## config.mk

```make
export PLATFORM = sky130hd
export DESIGN_NAME = acc_sequencer_flat
export DESIGN_NICKNAME = d
export VERILOG_FILES = /design/src/rtl/bip_pkg.sv /design/src/rtl/acc_sequencer_if.sv /design/src/rtl/acc_flag_gen.sv /design/src/rtl/acc_sequencer.sv /design/src/flat_wrapper.sv
export SDC_FILE = /design/constraint.sdc
export NUM_CORES = 1
export LEC_CHECK = 0
export ABC_AREA = 1
export CAP_MARGIN = 10
export CORE_MARGIN = 5
export CORE_UTILIZATION = 23
export CTS_BUF_LIST = sky130_fd_sc_hd__clkbuf_4 sky130_fd_sc_hd__clkbuf_8
export DETAILED_ROUTE_END_ITERATION = 8
export HOLD_SLACK_MARGIN = 0.15
export PLACE_DENSITY = 0.52
export SLEW_MARGIN = 10
export SYNTH_ARGS = -nofsm -noshare
export SYNTH_HDL_FRONTEND = slang
export SYNTH_SLANG_ARGS = --single-unit
```

## constraint.sdc

```tcl
create_clock -name clk -period 1.17 [get_ports clk]
set_input_delay 0.1755 -clock clk [delete_from_list [all_inputs] [get_ports clk]]
set_output_delay 0.1755 -clock clk [all_outputs]
set_load 0.02 [all_outputs]
```

## src/rtl/bip_pkg.sv

```systemverilog
// Shared BIP datapath definitions: opcodes, sequencer state encoding and BAU op codes.
package bip_pkg;

    localparam logic [2:0] OP_HLT  = 3'b000;
    localparam logic [2:0] OP_STO  = 3'b001;
    localparam logic [2:0] OP_LD   = 3'b010;
    localparam logic [2:0] OP_LDI  = 3'b011;
    localparam logic [2:0] OP_ADD  = 3'b100;
    localparam logic [2:0] OP_ADDI = 3'b101;
    localparam logic [2:0] OP_SUB  = 3'b110;
    localparam logic [2:0] OP_SUBI = 3'b111;

    typedef enum logic [1:0] {
        ST_IDLE = 2'd0,
        ST_EXEC = 2'd1,
        ST_HALT = 2'd2
    } seq_state_e;

    localparam logic BAU_ADD = 1'b1;
    localparam logic BAU_SUB = 1'b0;

    function automatic logic is_load(input logic [2:0] op);
        return (op == OP_LD) || (op == OP_LDI);
    endfunction

    function automatic logic is_add(input logic [2:0] op);
        return (op == OP_ADD) || (op == OP_ADDI);
    endfunction

    function automatic logic is_sub(input logic [2:0] op);
        return (op == OP_SUB) || (op == OP_SUBI);
    endfunction

endpackage

```

## src/rtl/acc_sequencer_if.sv

```systemverilog
// Decoder-to-sequencer command channel (valid/ready handshake).
interface acc_sequencer_if #(
    parameter int msb = 11
);
    logic           cmd_valid;
    logic           cmd_ready;
    logic [2:0]     cmd_op;
    logic [msb:0]   cmd_operand;

    modport master (
        output cmd_valid,
        output cmd_op,
        output cmd_operand,
        input  cmd_ready
    );

    modport slave (
        input  cmd_valid,
        input  cmd_op,
        input  cmd_operand,
        output cmd_ready
    );
endinterface

```

## src/rtl/acc_flag_gen.sv

```systemverilog
// Combinational zero/negative/signed-overflow flags for a BAU add/sub result.
module acc_flag_gen
    import bip_pkg::*;
#(
    parameter int msb = 11
) (
    input  logic [msb:0] a,
    input  logic [msb:0] b,
    input  logic         op,
    input  logic [msb:0] result,
    output logic         z,
    output logic         n,
    output logic         v
);
    logic res_sign_flip;

    always_comb begin
        res_sign_flip = (result[msb] != a[msb]);
        z = (result == '0);
        n = result[msb];
        // Add overflows only with like-signed operands, sub only with unlike-signed ones.
        if (op == BAU_ADD) begin
            v = (a[msb] == b[msb]) && res_sign_flip;
        end else begin
            v = (a[msb] != b[msb]) && res_sign_flip;
        end
    end
endmodule

```

## src/rtl/acc_sequencer.sv

```systemverilog
// Accumulator sequencer driving the BAU add/sub unit; flags optional via ACC_FLAGS_EN.
//   state   | meaning
//   ST_IDLE | ready for a command; loads/stores complete in the accept cycle
//   ST_EXEC | BAU operands applied, ACC captures bau_result at end of cycle
//   ST_HALT | HLT executed; commands ignored until reset
module acc_sequencer
    import bip_pkg::*;
#(
    parameter int msb = 11
) (
    input  logic                 clk,
    input  logic                 rst_n,
    acc_sequencer_if.slave       cmd,
    output logic [msb:0]         bau_a,
    output logic [msb:0]         bau_b,
    output logic                 bau_op,
    input  logic [msb:0]         bau_result,
    output logic [msb:0]         acc,
    output logic                 st_valid,
    output logic [msb:0]         st_data,
`ifdef ACC_FLAGS_EN
    output logic                 flag_z,
    output logic                 flag_n,
    output logic                 flag_v,
`endif
    output logic                 halted
);
    seq_state_e   state_q, state_d;
    logic [msb:0] acc_q, acc_d;
    logic [msb:0] bau_b_q, bau_b_d;
    logic         bau_op_q, bau_op_d;
    logic         st_valid_q, st_valid_d;
    logic [msb:0] st_data_q, st_data_d;
    logic         halted_q, halted_d;
    logic         cmd_ready_q, cmd_ready_d;

`ifdef ACC_FLAGS_EN
    logic flag_z_q, flag_z_d;
    logic flag_n_q, flag_n_d;
    logic flag_v_q, flag_v_d;
    logic gen_z, gen_n, gen_v;

    acc_flag_gen #(.msb(msb)) u_flag_gen (
        .a      (acc_q),
        .b      (bau_b_q),
        .op     (bau_op_q),
        .result (bau_result),
        .z      (gen_z),
        .n      (gen_n),
        .v      (gen_v)
    );
`endif

    always_comb begin
        state_d    = state_q;
        acc_d      = acc_q;
        bau_b_d    = bau_b_q;
        bau_op_d   = bau_op_q;
        st_valid_d = 1'b0;
        st_data_d  = st_data_q;
        halted_d   = halted_q;
`ifdef ACC_FLAGS_EN
        flag_z_d   = flag_z_q;
        flag_n_d   = flag_n_q;
        flag_v_d   = flag_v_q;
`endif
        case (state_q)
            ST_IDLE: begin
                if (cmd.cmd_valid) begin
                    if (is_load(cmd.cmd_op)) begin
                        acc_d = cmd.cmd_operand;
`ifdef ACC_FLAGS_EN
                        flag_z_d = (cmd.cmd_operand == '0);
                        flag_n_d = cmd.cmd_operand[msb];
                        flag_v_d = 1'b0;
`endif
                    end else if (cmd.cmd_op == OP_STO) begin
                        st_valid_d = 1'b1;
                        st_data_d  = acc_q;
                    end else if (is_add(cmd.cmd_op)) begin
                        bau_b_d  = cmd.cmd_operand;
                        bau_op_d = BAU_ADD;
                        state_d  = ST_EXEC;
                    end else if (is_sub(cmd.cmd_op)) begin
                        bau_b_d  = cmd.cmd_operand;
                        bau_op_d = BAU_SUB;
                        state_d  = ST_EXEC;
                    end else begin
                        halted_d = 1'b1;
                        state_d  = ST_HALT;
                    end
                end
            end
            ST_EXEC: begin
                acc_d   = bau_result;
`ifdef ACC_FLAGS_EN
                flag_z_d = gen_z;
                flag_n_d = gen_n;
                flag_v_d = gen_v;
`endif
                state_d = ST_IDLE;
            end
            ST_HALT: begin
                state_d = ST_HALT;
            end
            default: begin
                state_d = ST_IDLE;
            end
        endcase
        // Ready is registered, so it is derived from where the FSM is heading.
        cmd_ready_d = (state_d == ST_IDLE);
    end

    always_ff @(posedge clk) begin
        if (!rst_n) begin
            state_q     <= ST_IDLE;
            acc_q       <= '0;
            bau_b_q     <= '0;
            bau_op_q    <= 1'b0;
            st_valid_q  <= 1'b0;
            st_data_q   <= '0;
            halted_q    <= 1'b0;
            cmd_ready_q <= 1'b1;
`ifdef ACC_FLAGS_EN
            flag_z_q    <= 1'b0;
            flag_n_q    <= 1'b0;
            flag_v_q    <= 1'b0;
`endif
        end else begin
            state_q     <= state_d;
            acc_q       <= acc_d;
            bau_b_q     <= bau_b_d;
            bau_op_q    <= bau_op_d;
            st_valid_q  <= st_valid_d;
            st_data_q   <= st_data_d;
            halted_q    <= halted_d;
            cmd_ready_q <= cmd_ready_d;
`ifdef ACC_FLAGS_EN
            flag_z_q    <= flag_z_d;
            flag_n_q    <= flag_n_d;
            flag_v_q    <= flag_v_d;
`endif
        end
    end

    assign cmd.cmd_ready = cmd_ready_q;
    assign bau_a         = acc_q;
    assign bau_b         = bau_b_q;
    assign bau_op        = bau_op_q;
    assign acc           = acc_q;
    assign st_valid      = st_valid_q;
    assign st_data       = st_data_q;
    assign halted        = halted_q;
`ifdef ACC_FLAGS_EN
    assign flag_z        = flag_z_q;
    assign flag_n        = flag_n_q;
    assign flag_v        = flag_v_q;
`endif
endmodule

```

## src/flat_wrapper.sv

```systemverilog
// flat-port wrapper written by rule: the top's interface ports become plain ports
module acc_sequencer_flat import bip_pkg::*;
#(
    parameter int msb = 11
)
  (clk, rst_n, bau_a, bau_b, bau_op, bau_result, acc, st_valid, st_data, halted, cmd_cmd_valid, cmd_cmd_op, cmd_cmd_operand, cmd_cmd_ready);
  acc_sequencer_if #(.msb(msb)) cmd_i ();
  input  logic clk;
  input  logic rst_n;
  output logic [msb:0] bau_a;
  output logic [msb:0] bau_b;
  output logic bau_op;
  input  logic [msb:0] bau_result;
  output logic [msb:0] acc;
  output logic st_valid;
  output logic [msb:0] st_data;
  output logic halted;
  input wire logic [$bits(cmd_i.cmd_valid)-1:0] cmd_cmd_valid;
  input wire logic [$bits(cmd_i.cmd_op)-1:0] cmd_cmd_op;
  input wire logic [$bits(cmd_i.cmd_operand)-1:0] cmd_cmd_operand;
  output wire logic [$bits(cmd_i.cmd_ready)-1:0] cmd_cmd_ready;
  assign cmd_i.cmd_valid = cmd_cmd_valid;
  assign cmd_i.cmd_op = cmd_cmd_op;
  assign cmd_i.cmd_operand = cmd_cmd_operand;
  assign cmd_cmd_ready = cmd_i.cmd_ready;
  acc_sequencer #(.msb(msb)) u_core (.clk(clk), .rst_n(rst_n), .cmd(cmd_i), .bau_a(bau_a), .bau_b(bau_b), .bau_op(bau_op), .bau_result(bau_result), .acc(acc), .st_valid(st_valid), .st_data(st_data), .halted(halted));
endmodule
```

==> metrics.txt <==
Crit. End Element=flop; initial antenna violation count=0; maximum clock frequency=878 MHz; layout cells sized above 1=0.214; H-tree levels=2; buffers from clock root to sink, at most=2; DRT Wirelength=roughly 5800 µm; Multi-input gate area=approximately 870 µm²; CTS tree=done; Core Area=~8200 µm²; CP top delay family=flip-flops; clock share of power=0.279; Post-Synthesis Cells=around 290; Hold Fails Final Rpt=0; CTS buffer count=5; Initial DRT Pass Iterations=4; Seq/Total Area, Yosys=0.439; Pins Over Slew Limit=0; Final GP Congestion=around 0.80; PnR worst setup slack=~0.031 ns; # DRC=0; Non-Filler Cell Area, Final=3040 µm²; maxcap violations=0; Area growth, synth to finish=58.7%; global-route wire length before repair=~9000 µm; Worst path slowest cell=dfxtp_4; largest net degree at the start of global routing=14; Critical Path RT=1.36 ns; worst min-delay path class=primary input to flop; number of placed cells counting well taps=around 460; Place WS=-0.357 ns; Worst EP arrival=roughly 1.3 ns; Cell Area, Placed=approximately 3000 µm²; Final ANT Viol Nets=0; Peak VDD IR=between 400 and 500 µV; Via Count=around 1900; leakage power=~1.4 nW; Crit Path Max Fanout=8; cell area power density=1120 nW/µm²; crit-path max cell delay=around 0.38 ns; combinational share of power=0.258; Post-Route Setup TNS=0 ns; crit path kind=flop to flop; total grt overflow=0; Worst-Skew Late Latency=a little under 0.3 ns; Worst Max-Slew Pin Slew=about 0.25 ns; die area=10300 µm²; Pint=approximately 2.4 mW; final setup fails=0; vias in the first global route=1844; RSZ-0062 raised after global routing=yes; total number of yosys warnings=0; GRT Total Usage=0.112; row cnt=33; Clk pin slew, worst setup/hold paths=~0.080 ns; final net count=~400; number of distinct library cells after synthesis=16; Reg-to-Reg Start=u_core.state_q[1]$_SDFF_PN0_; Chip Width=between 100 and 150 µm; Tmin final=between 1 and 1.5 ns; DP HPWL=approximately 4400 µm; Sw Share=0.301; ant diodes=0; initial core utilization=0.234; Worst Hold Launch=cmd_cmd_op[1]; FF/Latch Area=between 800 and 900 µm²; Cell Count, Final, Fillers Out=roughly 480; Buf/Inv on CP=1; worst slew slack as a fraction of its limit=0.831; CP cell instances=nor2_4 -> nand3_4 -> buf_2 -> o21ai_0 -> nor2_1; syn_area_per_cell=between 6 and 7 µm²; drt first-iter violations=44; Avg WL per Cell=~12 µm; period utilization=0.973; share of power burned in registers=0.463; PortBufs=81; Sink Count=42; Synth Register Bits=42; Synth Cell Area=1920 µm²; CTS root buf=clkbuf_8; Vias per Instance=between 4 and 5; number of fill cells=around 900; Psw=roughly 1.0 mW; Net Count, Synth=317; Ports=~80; startpoint types=flop; Final Util=0.372; status=finished clean; Critical Path Source=u_core.state_q[1]$_SDFF_PN0_; die height=between 100 and 150 µm; clk_skew=a little over 0.007 ns
## flip-flops by register name (all words and copies together), names as in the netlist
register and count:
u_core.halted 1, u_core.st_valid 1, u_core.st_data 12, u_core.bau_b 12
u_core.acc 12, u_core.bau_op 1, u_core.state_q 2, u_core.cmd.cmd_ready 1
## cells by family (layout without fill, tap and decap cells)
family                 count (synthesis)  in the layout  share of synthesized area
and+or+nand+nor                      182            183                      0.385
DFF                                   42             42                      0.439
buffers and inverters                 48            130                      0.137
AOI/OAI and AO/OA                     15             15                     0.0392
## cell usage in the layout (no fill, tap or decap), drive strengths merged, types with 13 or more instances in the layout
cell type,count
o21ai,13
nor2,87
nand3,27
buf,21
clkdlybuf4s50,26
clkdlybuf4s15,32
inv,22
clkbuf,22
dfxtp,42
nand2,68
## Yosys cell counts
cell type	number	share of area
a21oi_1	2	0.0052
nor3_1	1	0.0026
nand3_1	26	0.068
inv_2	2	0.0039
buf_2	4	0.010
buf_6	2	0.012
buf_4	16	0.063
clkbuf_2	1	0.0026
nor2_1	80	0.16
nand3_2	1	0.0052
inv_1	20	0.039
o21ai_0	13	0.034
nand2_1	68	0.13
nor2_2	6	0.020
clkbuf_1	3	0.0059
dfxtp_1	42	0.44
## worst min-delay path: stages
cell and delay, ns:
dlymetal6s2s_1 0.15, nor2_2 0.07, nand3_1 0.08, a21oi_1 0.05
## power groups by stage
stage	Combinational, mW	Clock [mW]	Sequential [mW]
after CTS	0.863	0.993	1.58
final	0.877	0.947	1.58
after floorplan	0.376	0	1.70
after global routing	0.961	1.05	1.59
after global placement	0.910	0	1.61
after detailed placement	0.912	0	1.61
## layout make-up
class | count | area share
inverter | 22 | 0.0272
tap | 105 | 0.0432
timing repair buffer | 102 | 0.337
clock buffer | 6 | 0.0272
multi-input combinational | 198 | 0.285
sequential | 42 | 0.280
## per-stage QoR
step / power, mW / hold slack, ns
4_1_cts: 3.43 / 0.401
3_3_place_gp: 2.52 / 0.445
2_1_floorplan: 2.08 / 0.339
3_5_place_dp: 2.52 / 0.445
6_report: 3.40 / 0.283
5_1_grt: 3.60 / 0.282
## layer usage
metal | track usage | wire [µm] | part of all wire | vias to the layer above
li1 | - | - | - | 1028
met1 | 0.143 | 2610 | 0.45 | 840
met2 | 0.183 | 2820 | 0.49 | 45
met3 | 0.0310 | 273 | 0.047 | 6
met4 | 0.0368 | 84 | 0.015 | 0
met5 | 0 | 0 | 0 | -
## path summary, 6_finish.rpt
| check | depth (start not counted) | slack [ns] | to |
|---|---|---|---|
| min reg2reg | 2 | 0.46 | u_core.halted$_SDFFE_PN0P_ |
| max reg2reg | 5 | 0.03 | u_core.bau_b[7]$_SDFFE_PN0P_ |
| min | 4 | 0.28 | u_core.halted$_SDFFE_PN0P_ |
| max | 5 | 0.03 | u_core.bau_b[7]$_SDFFE_PN0P_ |
## timing repair
item	4_1_cts	5_1_grt
cloned	0	2
gates resized for setup	102	63
setup buffers	0	3
endpoints found under the setup margin	76	70
hold buffers	0	0
pin swaps	0	4
Note: power is estimated with default switching activity, not from simulation.
